### src/rtl/img_proc_pkg.sv
`default_nettype none
// +----------------------------------------------------------------------------+
// | Package : img_proc_pkg                                                     |
// | Purpose : Shared definitions for the image job scheduler: default colour   |
// |           value width, job operation codes, scheduler state encoding and   |
// |           a mode-validity helper.                                          |
// | Rev     : 1.0  initial release                                             |
// +----------------------------------------------------------------------------+
package img_proc_pkg;

   localparam int COLOR_SIZE = 8;

   localparam logic [1:0] MODE_THRESH = 2'b01;
   localparam logic [1:0] MODE_BRIGHT = 2'b10;

   typedef enum logic [1:0] {
      S_IDLE   = 2'b00,
      S_STREAM = 2'b01,
      S_DONE   = 2'b10
   } sched_state_t;

   // Only the two defined operations may raise a request; 00 and 11 never do.
   function automatic logic mode_is_valid(input logic [1:0] mode);
      return (mode == MODE_THRESH) || (mode == MODE_BRIGHT);
   endfunction

endpackage
`default_nettype wire

### src/rtl/img_job_scheduler_if.sv
`default_nettype none
// +----------------------------------------------------------------------------+
// | Interface : img_job_scheduler_if                                           |
// | Purpose   : Bundles the two slave job ports, the shared processor port and |
// |             the job status outputs of the scheduler.                       |
// | Modports  : master - scheduler view (drives rdy, proc_* and status)        |
// |             slave  - environment view (slaves and processor)               |
// | Rev       : 1.0  initial release                                           |
// +----------------------------------------------------------------------------+
interface img_job_scheduler_if #(
   parameter int DATA_WIDTH = 32,
   parameter int COLOR_SIZE = 8,
   parameter int CNT_W      = 16
);
   logic [1:0]            slv0_mode;
   logic                  slv0_data_valid;
   logic                  slv0_last;
   logic [COLOR_SIZE-1:0] slv0_proc_val;
   logic [DATA_WIDTH-1:0] slv0_data;
   logic                  slv0_rdy;

   logic [1:0]            slv1_mode;
   logic                  slv1_data_valid;
   logic                  slv1_last;
   logic [COLOR_SIZE-1:0] slv1_proc_val;
   logic [DATA_WIDTH-1:0] slv1_data;
   logic                  slv1_rdy;

   logic                  proc_vld;
   logic                  proc_last;
   logic [DATA_WIDTH-1:0] proc_data;
   logic [1:0]            proc_mode;
   logic [COLOR_SIZE-1:0] proc_val;
   logic                  proc_rdy;

   logic                  mstr0_cmplt;
   logic                  job_owner;
   logic                  busy;
   logic [CNT_W-1:0]      job_words;

   modport master (
      input  slv0_mode, slv0_data_valid, slv0_last, slv0_proc_val, slv0_data,
      input  slv1_mode, slv1_data_valid, slv1_last, slv1_proc_val, slv1_data,
      input  proc_rdy,
      output slv0_rdy, slv1_rdy,
      output proc_vld, proc_last, proc_data, proc_mode, proc_val,
      output mstr0_cmplt, job_owner, busy, job_words
   );

   modport slave (
      output slv0_mode, slv0_data_valid, slv0_last, slv0_proc_val, slv0_data,
      output slv1_mode, slv1_data_valid, slv1_last, slv1_proc_val, slv1_data,
      output proc_rdy,
      input  slv0_rdy, slv1_rdy,
      input  proc_vld, proc_last, proc_data, proc_mode, proc_val,
      input  mstr0_cmplt, job_owner, busy, job_words
   );
endinterface
`default_nettype wire

### src/rtl/rr_arb2.sv
`default_nettype none
// +----------------------------------------------------------------------------+
// | Module  : rr_arb2                                                          |
// | Purpose : Two-way round-robin selector. On a tie the requester not served  |
// |           last wins; a single requester always wins.                       |
// | Ports   : clk, rst_n  - clock, async active-low reset                      |
// |           req[1:0]    - request vector                                     |
// |           update      - grant taken this cycle, remember the winner        |
// |           gnt_idx     - index of the selected requester                    |
// | Rev     : 1.0  initial release                                             |
// +----------------------------------------------------------------------------+
module rr_arb2 (
   input  wire        clk,
   input  wire        rst_n,
   input  wire  [1:0] req,
   input  wire        update,
   output logic       gnt_idx
);

   // Last-served index; resets to 1 so slave 0 takes the first tie.
   logic r_last;

   always_comb begin
      gnt_idx = req[1];
      if (req == 2'b11) begin
         gnt_idx = ~r_last;
      end
   end

   always_ff @(posedge clk or negedge rst_n) begin
      if (!rst_n) begin
         r_last <= 1'b1;
      end else if (update) begin
         r_last <= gnt_idx;
      end
   end

endmodule
`default_nettype wire

### src/rtl/img_job_scheduler.sv
`default_nettype none
// +----------------------------------------------------------------------------+
// | Module  : img_job_scheduler                                                |
// | Purpose : Arbitrates jobs from two slaves onto one shared pixel processor. |
// |           A granted job is streamed word by word as a combinational        |
// |           pass-through; mode and value are frozen for the whole job.       |
// | Ports   : clk, rst_n - clock, async active-low reset                       |
// |           bus        - img_job_scheduler_if.master (slave ports, processor |
// |                        port, cmplt/owner/busy/job_words status)            |
// | Rev     : 1.0  initial release                                             |
// +----------------------------------------------------------------------------+
module img_job_scheduler #(
   parameter int DATA_WIDTH = 32,
   parameter int COLOR_SIZE = 8,
   parameter int CNT_W      = 16
) (
   input  wire                 clk,
   input  wire                 rst_n,
   img_job_scheduler_if.master bus
);
   import img_proc_pkg::*;

   localparam logic [CNT_W-1:0] c_cnt_one = {{(CNT_W-1){1'b0}}, 1'b1};

   sched_state_t          r_state;
   sched_state_t          w_next;
   logic [1:0]            w_req;
   logic                  w_gnt_idx;
   logic                  w_grant;
   logic                  w_xfer;
   logic                  w_sel_vld;
   logic                  w_sel_last;
   logic [DATA_WIDTH-1:0] w_sel_data;
   logic [CNT_W-1:0]      w_cnt_inc;

   logic                  r_owner;
   logic [1:0]            r_mode;
   logic [COLOR_SIZE-1:0] r_val;
   logic [CNT_W-1:0]      r_cnt;
   logic [CNT_W-1:0]      r_job_words;

   assign w_req[0] = bus.slv0_data_valid && mode_is_valid(bus.slv0_mode);
   assign w_req[1] = bus.slv1_data_valid && mode_is_valid(bus.slv1_mode);

   rr_arb2 u_arb (
      .clk     (clk),
      .rst_n   (rst_n),
      .req     (w_req),
      .update  (w_grant),
      .gnt_idx (w_gnt_idx)
   );

   // Owner-side mux of the streaming signals.
   assign w_sel_vld  = r_owner ? bus.slv1_data_valid : bus.slv0_data_valid;
   assign w_sel_last = r_owner ? bus.slv1_last       : bus.slv0_last;
   assign w_sel_data = r_owner ? bus.slv1_data       : bus.slv0_data;

   assign w_xfer    = (r_state == S_STREAM) && w_sel_vld && bus.proc_rdy;
   assign w_cnt_inc = (&r_cnt) ? r_cnt : (r_cnt + c_cnt_one);

   always_ff @(posedge clk or negedge rst_n) begin
      if (!rst_n) begin
         r_state <= S_IDLE;
      end else begin
         r_state <= w_next;
      end
   end

   always_comb begin
      w_next          = r_state;
      w_grant         = 1'b0;
      bus.proc_vld    = 1'b0;
      bus.proc_last   = 1'b0;
      bus.proc_data   = '0;
      bus.slv0_rdy    = 1'b0;
      bus.slv1_rdy    = 1'b0;
      bus.mstr0_cmplt = 1'b0;
      bus.busy        = 1'b0;
      case (r_state)
         S_IDLE: begin
            if (|w_req) begin
               w_grant = 1'b1;
               w_next  = S_STREAM;
            end
         end
         S_STREAM: begin
            bus.busy      = 1'b1;
            bus.proc_vld  = w_sel_vld;
            bus.proc_last = w_sel_last;
            bus.proc_data = w_sel_data;
            if (r_owner) begin
               bus.slv1_rdy = bus.proc_rdy;
            end else begin
               bus.slv0_rdy = bus.proc_rdy;
            end
            if (w_xfer && w_sel_last) begin
               w_next = S_DONE;
            end
         end
         S_DONE: begin
            bus.mstr0_cmplt = 1'b1;
            w_next          = S_IDLE;
         end
         default: begin
            w_next = S_IDLE;
         end
      endcase
   end

   // Job context: captured at grant, held until the next grant.
   always_ff @(posedge clk or negedge rst_n) begin
      if (!rst_n) begin
         r_owner     <= 1'b0;
         r_mode      <= 2'b00;
         r_val       <= '0;
         r_cnt       <= '0;
         r_job_words <= '0;
      end else if (w_grant) begin
         r_owner <= w_gnt_idx;
         r_mode  <= w_gnt_idx ? bus.slv1_mode     : bus.slv0_mode;
         r_val   <= w_gnt_idx ? bus.slv1_proc_val : bus.slv0_proc_val;
         r_cnt   <= '0;
      end else if (w_xfer) begin
         r_cnt <= w_cnt_inc;
         // Publish the count on the closing transfer so it is valid in DONE.
         if (w_sel_last) begin
            r_job_words <= w_cnt_inc;
         end
      end
   end

   assign bus.proc_mode = r_mode;
   assign bus.proc_val  = r_val;
   assign bus.job_owner = r_owner;
   assign bus.job_words = r_job_words;

endmodule
`default_nettype wire

### src/flat_wrapper.sv
// flat-port wrapper written by rule: the top's interface ports become plain ports
module img_job_scheduler_flat import img_proc_pkg::*;
#(
   parameter int DATA_WIDTH = 32,
   parameter int COLOR_SIZE = 8,
   parameter int CNT_W      = 16
)
  (clk, rst_n, bus_slv0_mode, bus_slv0_data_valid, bus_slv0_last, bus_slv0_proc_val, bus_slv0_data, bus_slv1_mode, bus_slv1_data_valid, bus_slv1_last, bus_slv1_proc_val, bus_slv1_data, bus_proc_rdy, bus_slv0_rdy, bus_slv1_rdy, bus_proc_vld, bus_proc_last, bus_proc_data, bus_proc_mode, bus_proc_val, bus_mstr0_cmplt, bus_job_owner, bus_busy, bus_job_words);
  img_job_scheduler_if #(.DATA_WIDTH(DATA_WIDTH), .COLOR_SIZE(COLOR_SIZE), .CNT_W(CNT_W)) bus_i ();
  input  wire clk;
  input  wire rst_n;
  input wire logic [$bits(bus_i.slv0_mode)-1:0] bus_slv0_mode;
  input wire logic [$bits(bus_i.slv0_data_valid)-1:0] bus_slv0_data_valid;
  input wire logic [$bits(bus_i.slv0_last)-1:0] bus_slv0_last;
  input wire logic [$bits(bus_i.slv0_proc_val)-1:0] bus_slv0_proc_val;
  input wire logic [$bits(bus_i.slv0_data)-1:0] bus_slv0_data;
  input wire logic [$bits(bus_i.slv1_mode)-1:0] bus_slv1_mode;
  input wire logic [$bits(bus_i.slv1_data_valid)-1:0] bus_slv1_data_valid;
  input wire logic [$bits(bus_i.slv1_last)-1:0] bus_slv1_last;
  input wire logic [$bits(bus_i.slv1_proc_val)-1:0] bus_slv1_proc_val;
  input wire logic [$bits(bus_i.slv1_data)-1:0] bus_slv1_data;
  input wire logic [$bits(bus_i.proc_rdy)-1:0] bus_proc_rdy;
  output wire logic [$bits(bus_i.slv0_rdy)-1:0] bus_slv0_rdy;
  output wire logic [$bits(bus_i.slv1_rdy)-1:0] bus_slv1_rdy;
  output wire logic [$bits(bus_i.proc_vld)-1:0] bus_proc_vld;
  output wire logic [$bits(bus_i.proc_last)-1:0] bus_proc_last;
  output wire logic [$bits(bus_i.proc_data)-1:0] bus_proc_data;
  output wire logic [$bits(bus_i.proc_mode)-1:0] bus_proc_mode;
  output wire logic [$bits(bus_i.proc_val)-1:0] bus_proc_val;
  output wire logic [$bits(bus_i.mstr0_cmplt)-1:0] bus_mstr0_cmplt;
  output wire logic [$bits(bus_i.job_owner)-1:0] bus_job_owner;
  output wire logic [$bits(bus_i.busy)-1:0] bus_busy;
  output wire logic [$bits(bus_i.job_words)-1:0] bus_job_words;
  assign bus_i.slv0_mode = bus_slv0_mode;
  assign bus_i.slv0_data_valid = bus_slv0_data_valid;
  assign bus_i.slv0_last = bus_slv0_last;
  assign bus_i.slv0_proc_val = bus_slv0_proc_val;
  assign bus_i.slv0_data = bus_slv0_data;
  assign bus_i.slv1_mode = bus_slv1_mode;
  assign bus_i.slv1_data_valid = bus_slv1_data_valid;
  assign bus_i.slv1_last = bus_slv1_last;
  assign bus_i.slv1_proc_val = bus_slv1_proc_val;
  assign bus_i.slv1_data = bus_slv1_data;
  assign bus_i.proc_rdy = bus_proc_rdy;
  assign bus_slv0_rdy = bus_i.slv0_rdy;
  assign bus_slv1_rdy = bus_i.slv1_rdy;
  assign bus_proc_vld = bus_i.proc_vld;
  assign bus_proc_last = bus_i.proc_last;
  assign bus_proc_data = bus_i.proc_data;
  assign bus_proc_mode = bus_i.proc_mode;
  assign bus_proc_val = bus_i.proc_val;
  assign bus_mstr0_cmplt = bus_i.mstr0_cmplt;
  assign bus_job_owner = bus_i.job_owner;
  assign bus_busy = bus_i.busy;
  assign bus_job_words = bus_i.job_words;
  img_job_scheduler #(.DATA_WIDTH(DATA_WIDTH), .COLOR_SIZE(COLOR_SIZE), .CNT_W(CNT_W)) u_core (.clk(clk), .rst_n(rst_n), .bus(bus_i));
endmodule
### config.mk
export PLATFORM = sky130hd
export DESIGN_NAME = img_job_scheduler_flat
export DESIGN_NICKNAME = d
export VERILOG_FILES = /design/src/rtl/img_proc_pkg.sv /design/src/rtl/img_job_scheduler_if.sv /design/src/rtl/rr_arb2.sv /design/src/rtl/img_job_scheduler.sv /design/src/flat_wrapper.sv
export SDC_FILE = /design/constraint.sdc
export NUM_CORES = 1
export LEC_CHECK = 0
export BUFFER_PORTS_ARGS = -buffer_cell sky130_fd_sc_hd__clkbuf_2
export CAP_MARGIN = 20
export CORE_MARGIN = 3
export CORE_UTILIZATION = 40
export CTS_BUF_LIST = sky130_fd_sc_hd__clkbuf_16
export DETAILED_ROUTE_END_ITERATION = 10
export PLACE_DENSITY = 0.72
export SYNTH_ARGS = -nofsm -noshare
export SYNTH_HDL_FRONTEND = slang
export SYNTH_SLANG_ARGS = --single-unit
### constraint.sdc
create_clock -name clk -period 3.9 [get_ports clk]
set_clock_uncertainty 0.1 [all_clocks]
set_input_delay 0.195 -clock clk [delete_from_list [all_inputs] [get_ports clk]]
set_output_delay 0.195 -clock clk [all_outputs]
set_load 0.03 [all_outputs]
* Word-level counts from Yosys, hierarchy flattened
Index checks and enable logic that the tools add are counted. W data, S select, Z words.
Word-level totals: register bits 46, bits of input ports 91, output and inout bits 65, logic and storage cells 55
Operators by class: add/sub/neg operators 1, equality and inequality tests 9, multiplexer cells 23, bitwise logic cells 2, reductions and logical operators 13
Operators with widths (count):
- $mux W32 | 2
- $mux W16 | 3
- $add A16 B1 Y16 const B | 1
- $reduce_and A16 Y1 | 1
- $mux W1 | 13
- $eq A2 B2 Y1 const B | 4
- $mux W8 | 1
- $eq A2 B1 Y1 const B | 3
- $mux W2 | 3
- $logic_and A1 B1 Y1 | 5
- $pmux W2 S2 | 1
- $reduce_and A3 Y1 | 1
- $logic_not A2 Y1 | 1
- $logic_or A1 B1 Y1 | 2
- $ne A2 B1 Y1 const B | 1
- $ne A2 B2 Y1 const B | 1
- $not A1 Y1 | 2
- $reduce_and A2 Y1 | 1
- $reduce_bool A2 Y1 | 1
- $reduce_or A2 Y1 | 1

* Depth between registers and ports, before layout
depth in word-level cells 8, gate-level depth with buffers 8, mapped depth without buffers 5

* Cells and area by module
Synthesis repeated with hierarchy kept, for this count alone.
Unflattened totals: cells, all modules 328, area total of the unflattened synthesis 2954.1 sq um
Modules (own cells, without submodules):
- img_job_scheduler | times used 1, cells each 325, area an instance 2901.5 sq um
- rr_arb2 | times used 1, cells each 3, area an instance 52.6 sq um

* Least setup slack after synthesis
Ideal clock, no wire load.
path kind register -> register, start point register u_core.r_cnt[0], end point register u_core.r_job_words[10], in the netlist u_core.bus.job_words[10], library setup time 0.121 ns, arrival time 1.816 ns, required time 3.679 ns, slack 1.863 ns, stages on the path, launching flop included 8, cell sequence dfrtp_1 -> ha_1 -> and3_1 -> buf_2 -> and4_1 -> buf_2 -> or3_1 -> a22o_1
Between the ends: longest elaborated chain between the ends 2
RTL lines:
- start: declaration | RTL line img_job_scheduler.sv:39 | logic [CNT_W-1:0] r_cnt;
- start signal: assignment | RTL line img_job_scheduler.sv:124 | r_cnt <= w_cnt_inc;
- $add A16 B1 Y16 / $reduce_and A16 Y1 (equally long branches) | RTL line img_job_scheduler.sv:59 | assign w_cnt_inc = (&r_cnt) ? r_cnt : (r_cnt + c_cnt_one);
- $mux W16 (*) | RTL line img_job_scheduler.sv:59
- end signal: assignment | RTL line img_job_scheduler.sv:127 | r_job_words <= w_cnt_inc;
- end: declaration | RTL line img_job_scheduler.sv:40 | logic [CNT_W-1:0] r_job_words;
Mark *: on every way between the ends. The rest lies on a longest branch, timed or not. A chain may end at the register's enable or synchronous reset.

* Worst setup path after layout
start point register u_core.r_cnt[0], end point register u_core.r_cnt[8]
Between the ends: longest elaborated chain between the ends 4
RTL lines:
- $add A16 B1 Y16 / $reduce_and A16 Y1 (equally long branches) | RTL line img_job_scheduler.sv:59
- $mux W16 (*) | RTL line img_job_scheduler.sv:59
- $mux W16 (*) | RTL line img_job_scheduler.sv:123 | end else if (w_xfer) begin
- $mux W16 (*) | RTL line img_job_scheduler.sv:118 | end else if (w_grant) begin
Mark *: on every way between the ends. The rest lies on a longest branch, timed or not. The select of a mux whose other input is x is not followed.

==> summary.md <==
| Metric | Value |
|---|---|
| Max frequency | 391 MHz |
| Total number of vias | 3025 |
| Number of global-route vias before repair | 2859 |
| Tightest Pin Transition | 0.958 ns |
| Adder-cell area share of the yosys netlist | 0.00414 |
| Worst-case vdd ir drop | 0.461 mV |
| Post-synthesis to final-layout area growth | 32.1% |
| Number of nets at the end of the flow | 568 |
| Cells after synthesis | 335 |
| Antenna violations before repair | 0 |
| Largest family of logic cells by synthesized area | simple AND/OR/NAND/NOR gates |
| Number of antenna repair diodes | 0 |
| Setup Buffers After CTS | 0 |
| Kind of end point of the critical path | register |
| Synthesized area divided by synthesized cell count | 9.02 µm² |
| Post-cts sizing count | 0 |
| Final ANT Viol Nets | 0 |
| Post-synthesis instance area | 3020 µm² |
| TritonCTS Buffers | 5 |
| Number of buffers between clock root and the deepest sink | 2 |
| H-tree depth reported by CTS | 2 |
| Nature of the critical path startpoint | register |
| GR Util All Layers | 0.196 |
| Post-synthesis share of cell area spent on and, or, nand and nor gates | 0.199 |
| Post-route insts no fill | 576 |
| Site row count | 31 |
| Crit path kind | reg -> reg |
| CTS Root Cell | sky130_fd_sc_hd__clkbuf_16 |
| Dominant cells by area after synthesis | sky130_fd_sc_hd__dfrtp_1 37%, sky130_fd_sc_hd__mux2i_1 12%, sky130_fd_sc_hd__nor2_1 6.6% |
| DRC errors left | 0 |
| Clock transition at the registers of the reported paths | 0.06 ns |
| Leading cell types by count after synthesis | 53 x sky130_fd_sc_hd__nor2_1, 45 x sky130_fd_sc_hd__dfrtp_1, 36 x sky130_fd_sc_hd__mux2i_1 |
| RePlAce Congestion | 0.850 |
| Die height | 92.9 µm |
| Mux cell area share after synthesis | 0.186 |
| XOR/XNOR share of the synthesized area | 0.0203 |
| Setup TNS after final layout | 0 ns |
| Core Area | 7290 µm² |
| Outcome | finished clean |
| Ys Warns | 0 |
| Detailed-router iteration count before antenna repair | 5 |
| Wirelength per Cell | 14.7 µm |
| Detailed-route vias per instance | 5.25 |
| Die Footprint | 8630 µm² |
| Horiz. Die Dim | 92.9 µm |
| Effective utilization at floorplan | 0.414 |
| Setup slack, reg-to-reg | 1.34 ns |
| Port-buffer cells | 155 |
| Required time worst endpoint | 3.98 ns |
| Worst-skew pair later-pin latency | 0.29 ns |
| EDFF count, synth | 0 |
| Cell with the most instances after synthesis | sky130_fd_sc_hd__nor2_1 |
| Final worst-path cycle share | 0.657 |
| Seq/Total Area, Yosys | 0.382 |
| Share of the synthesized area in the top cell type | 0.373 |
| Worst-path fanout max | 31 |
| Hold buffer count at cts | 1 |
| Cell type with the largest total area after synthesis | sky130_fd_sc_hd__dfrtp_1 |
| Dominant register cell in the synthesized netlist | sky130_fd_sc_hd__dfrtp_1 |
| Number of design-rule violations left by the first detailed-router iteration | 146 |
| Fraction of layout instances using a drive strength above 1 | 0.400 |
| Headroom to the max-slew limit | 0.361 |
| Post-synthesis compound-gate area fraction | 0.149 |
| Cell area reported after detailed placement | 3840 µm² |
| Class of the tightest hold or removal check | in -> reg |
| Slew Viols, Final | 0 |
| Ys async rst share | 1.00 |
| Minimum clock period after layout | 2.56 ns |
| Pwr dens | 715 nW/µm² |
| Final setup fails | 0 |
| Syn Nets | 427 |
| Clock tree from TritonCTS | built |
| RSZ-0062 raised after global routing | false |
| Number of maximum-capacitance violations | 0 |
| Flop and latch count out of synthesis | 46 |
| Arrival time at the worst endpoint | 2.64 ns |
| HPWL after detailed placement | 6320 µm |
| Pin count of the biggest net entering global routing | 47 |
| I/O pin count | 156 |
| Total instance count after detailed placement | 567 |
| Fin area | 3990 µm² |
| Clock tree sinks | 46 |
| Leakage Power | 1.92 nW |
| Final hold vios | 0 |
| Remaining Overflow, GRT | 0 |
| Total wire length after detailed routing | 8490 µm |
| Post-synth cell types | 44 |
| Wire length of the first global-routing pass | 13900 µm |
## worst paths after layout
kind | start | to | cells past startpoint
min in group asynchronous | rst_n | u_core.bus.job_words[2] | 3
max | u_core.r_cnt[0] | u_core.r_cnt[8] | 5
max in group asynchronous | rst_n | u_core.bus.job_owner | 3
min | bus_slv0_data_valid | u_core.u_arb.r_last | 2
min reg2reg | u_core.bus.job_words[1] | u_core.bus.job_words[1] | 2
max reg2reg | u_core.r_cnt[0] | u_core.r_cnt[8] | 5
## flip-flops by register name, summed over array words and instances (netlist names)
register	count
u_core.bus.job_owner	1
u_core.bus.job_words	16
u_core.bus.proc_mode	2
u_core.bus.proc_val	8
u_core.r_cnt	16
u_core.r_state	2
u_core.u_arb.r_last	1
## per-layer routing
metal | track usage | routed length (µm) | vias to the layer above
li1 | - | - | 1510
met1 | 0.277 | 3740 | 1399
met2 | 0.295 | 3970 | 104
met3 | 0.0536 | 667 | 12
met4 | 0.0488 | 110 | 0
met5 | 0 | 0 | -
## worst max-delay path, cell delays in order, from the launching register on
cell                       delay, ns
sky130_fd_sc_hd__dfrtp_1        0.46
sky130_fd_sc_hd__ha_1           0.30
sky130_fd_sc_hd__and3_1         0.33
sky130_fd_sc_hd__and4_1         0.88
sky130_fd_sc_hd__nor2_1         0.08
sky130_fd_sc_hd__a311oi_1       0.31
## cells in the final DEF, fill, tap and decap left out, types with 2 or more instances in the layout
master / n
sky130_fd_sc_hd__nand2_1: 16
sky130_fd_sc_hd__clkbuf_2: 155
sky130_fd_sc_hd__inv_1: 13
sky130_fd_sc_hd__mux2_2: 16
sky130_fd_sc_hd__dfrtp_1: 44
sky130_fd_sc_hd__or3_1: 6
sky130_fd_sc_hd__o21ai_0: 12
sky130_fd_sc_hd__a21oi_1: 7
sky130_fd_sc_hd__o211ai_1: 17
sky130_fd_sc_hd__o31ai_1: 4
sky130_fd_sc_hd__xor2_1: 2
sky130_fd_sc_hd__mux2i_1: 36
sky130_fd_sc_hd__and4_1: 5
sky130_fd_sc_hd__nor4_1: 3
sky130_fd_sc_hd__buf_4: 4
sky130_fd_sc_hd__and3_1: 5
sky130_fd_sc_hd__o221a_2: 3
sky130_fd_sc_hd__or4_1: 6
sky130_fd_sc_hd__xnor2_1: 5
sky130_fd_sc_hd__a31oi_1: 9
sky130_fd_sc_hd__nand3_1: 12
sky130_fd_sc_hd__mux2_1: 2
sky130_fd_sc_hd__o21a_1: 3
sky130_fd_sc_hd__clkbuf_16: 5
sky130_fd_sc_hd__nand2b_1: 2
sky130_fd_sc_hd__nand4_1: 10
sky130_fd_sc_hd__nor2_1: 53
## final cells by class
| class | count | area [µm²] |
|---|---|---|
| Clock inverter | 3 | 16.3 |
| Clock buffer | 5 | 125 |
| Inverter | 14 | 52.6 |
| Tap cell | 99 | 124 |
| Sequential cell | 46 | 1150 |
| Multi-Input combinational cell | 248 | 1690 |
| Timing Repair Buffer | 161 | 831 |
| Fill cell | 722 | 3300 |
## power by group
part / switching (W) / internal (W) / total (W)
logic: 0.00115 / 0.000539 / 0.00169
registers: 0.000109 / 0.000637 / 0.000746
clock network: 0.000182 / 0.000234 / 0.000416
## cells by family after synthesis
group	count (synthesis)
simple gates	123
xor+xnor	7
flops	46
mux	54
compound gates	63
buf+inv	41
fa+ha+maj	1
## per-stage QoR
step / util / hold WS (ns) / total power [W] / worst slack [ns]
2_1_floorplan: - / -0.201 / 0.00197 / 1.86
3_3_place_gp: 0.524 / 0.219 / 0.00241 / 1.46
3_5_place_dp: 0.526 / 0.222 / 0.00245 / 1.39
4_1_cts: 0.547 / 0.0645 / 0.00288 / 1.38
5_1_grt: 0.547 / 0.0919 / 0.00304 / 1.14
6_report: 0.547 / 0.0638 / 0.00285 / 1.34
Note: power is estimated with default switching activity, not from simulation.
